File: config.mk
export PLATFORM = sky130hd
export DESIGN_NAME = bsg_manycore_link_profiler
export DESIGN_NICKNAME = d
export VERILOG_FILES = /design/src/rtl/bsg_manycore_link_profiler.sv
export SDC_FILE = /design/constraint.sdc
export NUM_CORES = 2
export LEC_CHECK = 0
export CORE_UTILIZATION = 45
export DETAILED_ROUTE_END_ITERATION = 8
export PLACE_DENSITY = 0.69
export SYNTH_ARGS = -nofsm -noshare
export SYNTH_HDL_FRONTEND = slang
export SYNTH_SLANG_ARGS = --single-unit
File: constraint.sdc
create_clock -name clk_i -period 2.4 [get_ports clk_i]
set_input_delay 0.48 -clock clk_i [delete_from_list [all_inputs] [get_ports clk_i]]
set_output_delay 0.48 -clock clk_i [all_outputs]
set_load 0.005 [all_outputs]
File: src/rtl/bsg_manycore_link_profiler.sv
`default_nettype none
// ============================================================================
// Module   : bsg_manycore_link_profiler
// Brief    : Per-tile link traffic profiler. Counts outgoing fwd/rev transfers
//            and stalls per direction, snapshots them into a shadow bank, and
//            serves shadow values over a single-outstanding read handshake.
// Revision : 1.0 - initial release
// ============================================================================
module bsg_manycore_link_profiler #(
  parameter int addr_width_p    = 8,
  parameter int data_width_p    = 16,
  parameter int x_cord_width_p  = 3,
  parameter int y_cord_width_p  = 2,
  parameter int load_id_width_p = 4,
  parameter int counter_width_p = 32,
  parameter int dirs_lp         = 4,
  localparam int fwd_pkt_width_lp = 2 + addr_width_p + data_width_p + load_id_width_p
                                    + 2*(x_cord_width_p + y_cord_width_p),
  localparam int rev_pkt_width_lp = 2 + data_width_p + load_id_width_p
                                    + x_cord_width_p + y_cord_width_p,
  localparam int link_sif_width_lp = (fwd_pkt_width_lp + 2) + (rev_pkt_width_lp + 2)
) (
  input  logic                                         clk_i,
  input  logic                                         reset_n_i,
  input  logic [dirs_lp-1:0][link_sif_width_lp-1:0]    links_sif_i,
  input  logic [dirs_lp-1:0][link_sif_width_lp-1:0]    links_sif_o,
  input  logic                                         freeze_i,
  input  logic                                         snapshot_i,
  input  logic                                         rd_v_i,
  input  logic [4:0]                                   rd_addr_i,
  output logic                                         rd_ready_o,
  output logic                                         rd_v_o,
  output logic [counter_width_p-1:0]                   rd_data_o,
  input  logic                                         rd_yumi_i
);

  // Link layout: {fwd{v, packet, ready_and_rev}, rev{v, packet, ready_and_rev}}
  localparam int c_rev_width   = rev_pkt_width_lp + 2;
  localparam int c_rev_ready   = 0;
  localparam int c_rev_v       = c_rev_width - 1;
  localparam int c_fwd_ready   = c_rev_width;
  localparam int c_fwd_v       = link_sif_width_lp - 1;
  localparam int c_num_ctr     = 4*dirs_lp + 1;
  localparam int c_cycle_idx   = 4*dirs_lp;
  localparam logic [counter_width_p-1:0] c_one = counter_width_p'(1);

  typedef enum logic [0:0] {
    RD_IDLE = 1'b0,
    RD_BUSY = 1'b1
  } rd_state_e;

  logic [c_num_ctr-1:0]       w_event;
  logic [c_num_ctr-1:0]       w_inc;
  logic [c_num_ctr-1:0]       w_ovf_next;
  logic [counter_width_p-1:0] w_next   [c_num_ctr];
  logic [counter_width_p-1:0] r_live   [c_num_ctr];
  logic [counter_width_p-1:0] r_shadow [c_num_ctr];
  logic [c_num_ctr-1:0]       r_ovf;
  logic [c_num_ctr-1:0]       r_shadow_ovf;
  logic [counter_width_p-1:0] w_rd_mux;
  logic [counter_width_p-1:0] r_rd_data;
  rd_state_e                  r_state;
  logic                       w_unused_links;

  for (genvar d = 0; d < dirs_lp; d++) begin : g_dir
    logic w_fwd_v, w_fwd_rdy, w_rev_v, w_rev_rdy;
    assign w_fwd_v   = links_sif_o[d][c_fwd_v];
    assign w_fwd_rdy = links_sif_i[d][c_fwd_ready];
    assign w_rev_v   = links_sif_o[d][c_rev_v];
    assign w_rev_rdy = links_sif_i[d][c_rev_ready];
    assign w_event[4*d+0] = w_fwd_v &  w_fwd_rdy;
    assign w_event[4*d+1] = w_fwd_v & ~w_fwd_rdy;
    assign w_event[4*d+2] = w_rev_v &  w_rev_rdy;
    assign w_event[4*d+3] = w_rev_v & ~w_rev_rdy;
  end

  assign w_event[c_cycle_idx] = 1'b1;
  assign w_inc                = w_event & {c_num_ctr{~freeze_i}};
  assign w_unused_links       = ^{links_sif_i, links_sif_o};

  // Saturating increment; an increment that would wrap sets the sticky bit instead
  always_comb begin
    for (int i = 0; i < c_num_ctr; i++) begin
      w_next[i]     = r_live[i];
      w_ovf_next[i] = r_ovf[i];
      if (w_inc[i]) begin
        if (&r_live[i]) w_ovf_next[i] = 1'b1;
        else            w_next[i]     = r_live[i] + c_one;
      end
    end
  end

  // Snapshot captures the post-increment value so the snapshot cycle closes its interval
  always_ff @(posedge clk_i or negedge reset_n_i) begin
    if (!reset_n_i) begin
      for (int i = 0; i < c_num_ctr; i++) begin
        r_live[i]   <= '0;
        r_shadow[i] <= '0;
      end
      r_ovf        <= '0;
      r_shadow_ovf <= '0;
    end else if (snapshot_i) begin
      for (int i = 0; i < c_num_ctr; i++) begin
        r_shadow[i] <= w_next[i];
        r_live[i]   <= '0;
      end
      r_shadow_ovf <= w_ovf_next;
      r_ovf        <= '0;
    end else begin
      for (int i = 0; i < c_num_ctr; i++) begin
        r_live[i] <= w_next[i];
      end
      r_ovf <= w_ovf_next;
    end
  end

  always_comb begin
    w_rd_mux = '0;
    if (!rd_addr_i[4]) begin
      w_rd_mux = r_shadow[rd_addr_i[3:0]];
    end else if (rd_addr_i == 5'd16) begin
      w_rd_mux = r_shadow[c_cycle_idx];
    end else if (rd_addr_i == 5'd17) begin
      w_rd_mux[c_num_ctr-1:0] = r_shadow_ovf;
    end
  end

  // Data is latched at accept, so later snapshots never disturb an outstanding read
  always_ff @(posedge clk_i or negedge reset_n_i) begin
    if (!reset_n_i) begin
      r_state   <= RD_IDLE;
      r_rd_data <= '0;
    end else begin
      case (r_state)
        RD_IDLE: begin
          if (rd_v_i) begin
            r_rd_data <= w_rd_mux;
            r_state   <= RD_BUSY;
          end
        end
        RD_BUSY: begin
          if (rd_yumi_i) r_state <= RD_IDLE;
        end
        default: r_state <= RD_IDLE;
      endcase
    end
  end

  assign rd_v_o     = (r_state == RD_BUSY);
  assign rd_ready_o = (r_state == RD_IDLE);
  assign rd_data_o  = r_rd_data;

endmodule
`default_nettype wire

==> results by group <==
Clock tree
  • Clk Latency, worst-skew pair: 710 ps
  • Total CTS buffers: 118
  • Clock buffer depth: 3
  • Clock sink count: 1155
  • TritonCTS clock tree: built
  • Clk slew on worst S/H paths: 60 ps
  • CTS root buf: clkbuf_16
  • H-tree Lvls: 3

Route
  • Wirelength per Cell: 20.1 um
  • WL final: 150000 um
  • Total number of vias: 42400
  • 1st-iter DRT viols: 3961
  • Drt first pass iters: 9
  • Vias per std cell: 5.68
  • Routed Antenna Nets: 0
  • Post-route DRC violation count: 1

Timing
  • Final WS setup: 49.9 ps
  • Final TNS setup: 0 ps
  • Final Hold Viols: 0
  • Final Max Slew Viols: 0
  • Setup violators final: 0
  • Highest Clock Rate: 426 MHz
  • Fin crit share: 97.9%
  • Fin crit period: 2350 ps
  • Worst-margin pin slew: 686 ps
  • RSZ-0062 raised after global routing: true
  • Clk_skew: 25.8 ps
  • Relative slew slack: 53.7%

Worst setup path
  • Endpoint type of the worst setup path: flip-flop
  • Maximum fanout along the worst path: 5
  • Crit path cell chain: nand4_1 > or4_4 > a211oi_2 > buf_4 > nand3_1 > xor2_1 > a21oi_1
  • Reg2reg path depth: 7
  • Buf+Inv Stages, Crit Path: 1
  • Slowest Stage Delay on Critical Path: 640 ps
  • Worst endpoint required time: 2970 ps
  • WP depth: 7
  • Worst setup path category: flip-flop to flip-flop
  • Crit path max-delay family: simple AND/OR/NAND/NOR gates
  • WP data arrival: 2920 ps
  • CP Launch Type: flip-flop
  • CP max stage cell: or4_4

Hold path
  • Hold crit path type: input port to flip-flop
  • Hold depth: 2

Run status
  • Failing checks: design-rule violations
  • Status: finished, violations left

Power
  • Leakage power total: 27.5 nW
  • Final Power: 45.1 mW
  • Cell Pwr Density: 700 mW/mm2
  • Peak VDD IR: 596 uV

Finish
  • Share of layout cells above drive strength 1: 15.4%
  • # nets final: 6360
  • Post-route cell area: 0.0645 mm2
  • Fill count: 10100
  • Layout area overhead: 19.0%

Synthesis
  • Post-Synth XOR/XNOR Area: 8.21%
  • Yosys Warn Count: 0
  • Post-synthesis simple-gate area fraction: 21.5%
  • Post-synthesis cell type count: 77
  • Avg Inst Size Synth: 9.99 um2
  • Syn Nets: 6017
  • Top cells by count, synth: nor2_1, dfrtp_1, a21oi_1
  • Synth top area cells: dfrtp_1, nor2_1, a21oi_1
  • Seq/Total Area, Yosys: 53.4%
  • Top-count cell post-synth: nor2_1
  • Yosys reg bits: 1155
  • Post-synth EDFFs: 0
  • Yosys top cell by area: dfrtp_1
  • Cell area after synthesis: 0.0542 mm2
  • Largest family of logic cells by synthesized area: simple AND/OR/NAND/NOR gates
  • Compound-Gate Fraction of Synth Area: 8.27%
  • Ys flop type: dfrtp_1
  • Post-synthesis mux area share: 5.85%
  • Cells after Synth: 5421
  • Area share of the largest cell type after synthesis: 53.4%
  • Synth Area in Adders: 0.393%
  • Synth async-reset ratio: 100%

Place
  • Placement Setup Slack: -486 ps
  • DP HPWL: 109000 um
  • I/O Buffers: 60
  • RePlAce Congestion: 0.969
  • Placed Area: 0.0598 mm2

Floorplan
  • Row Count: 126
  • Die Footprint: 0.122 mm2
  • Core Box Area: 0.119 mm2
  • Die Y: 349 um
  • Ports: 613
  • Starting density of the core: 45.6%
  • Die X: 349 um

Global route
  • First-pass GRT wire length: 236000 um
  • Tot GR Track Use: 24.8%
  • Largest net degree at the start of global routing: 153
  • Vias in the first global route: 41300
  • Initial antenna violation count: 3
  • GRT overflow: 0

Run
  • Max Cap Viol: 0
## cell type report
| type | instances | area (um2) | area share, % |
|---|---|---|---|
| Sequential cell | 1155 | 28900 | 44.8 |
| Clock buffer | 150 | 3330 | 5.16 |
| Timing Repair Buffer | 527 | 4820 | 7.48 |
| Clock inverter | 68 | 1070 | 1.66 |
| Antenna cell | 2 | 5.00 | 0.00776 |
| Tap cell | 1600 | 2000 | 3.11 |
| Multi-Input combinational cell | 3933 | 24200 | 37.6 |
| Inverter | 29 | 109 | 0.169 |
## cells in the final DEF (no fill, tap or decap), types with 14 or more instances in the layout
master and instances:
nor2_1 1246, dfrtp_1 1155, a21oi_1 601, buf_4 409, xor2_1 271, nand3_1 242
nand2_1 230, xnor2_1 216, nand4_1 214, mux4_2 128, nor3_1 125, clkbuf_16 120
and3_1 113, a22oi_1 64, buf_12 56, and4_1 55, clkdlybuf4s50_1 54, nor4_1 52
o21ai_0 41, and2_1 34, inv_1 28, bufinv_16 26, mux2i_1 22, clkbuf_8 21
clkinv_2 19, nand4b_1 17, a221oi_1 17, a22o_1 17, ha_1 16, nor3b_1 14
## cells by family (layout without fill, tap and decap cells)
group           count (synthesis)  after routing
xor+xnor                      504            504
fa+ha+maj                      17             17
mux                           156            156
flops                        1155           1155
simple gates                 2457           2457
other cells                     0              2
compound gates                799            799
buf+inv                       333            774
## metrics by stage
| stage | hold slack [ps] | util (%) | instances |
|---|---|---|---|
| 3_3_place_gp | 414 | 50.3 | 7239 |
| 5_1_grt | 132 | 54.3 | 7462 |
| 3_5_place_dp | 416 | 50.3 | 7239 |
| 2_1_floorplan | 184 | - | 5421 |
| 6_report | 143 | 54.3 | 7464 |
| 4_1_cts | 109 | 54.1 | 7460 |
## layer usage
metal	vias up	routed length (um)	global-route usage, %	part of all wire [%]
met5	-	13	0	0.0087
met4	2	5800	9.53	3.9
met3	263	9010	3.17	6.0
met2	1257	68000	38.3	45
met1	21100	67000	35.6	45
li1	19800	-	-	-
## where the power goes
part / leakage (nW) / switching (mW) / total, mW / internal, mW
Combinational: 10.1 / 2.12 / 3.64 / 1.52
Sequential: 15.3 / 0.622 / 20.9 / 20.3
Clock: 2.14 / 7.99 / 20.6 / 12.6
## sequential cells by signal, indices dropped and copies added (netlist names)
register and cells:
r_live 544, r_shadow 544, rd_data_o 32, r_ovf 17
r_shadow_ovf 17, rd_v_o 1
## worst paths after layout
kind / startpoint / end / slack (ps)
worst min-delay path: snapshot_i / r_live[76] / 140
min in group asynchronous: reset_n_i / r_live[144] / 310
worst max-delay path: r_live[73] / r_shadow[86] / 50
max in group asynchronous: reset_n_i / r_live[418] / 1170
worst max register to register: r_live[73] / r_shadow[86] / 50
worst min register to register: rd_data_o[12] / rd_data_o[12] / 480
## what timing repair did
action	4_1_cts	5_1_grt
hold endpoints to repair	22	0
setup endpoints to repair	24	107
hold buffers	1	0
pin swaps	1	2
resized for setup	7	33
setup buffers	2	2
Power figures use the tool's default switching activity.
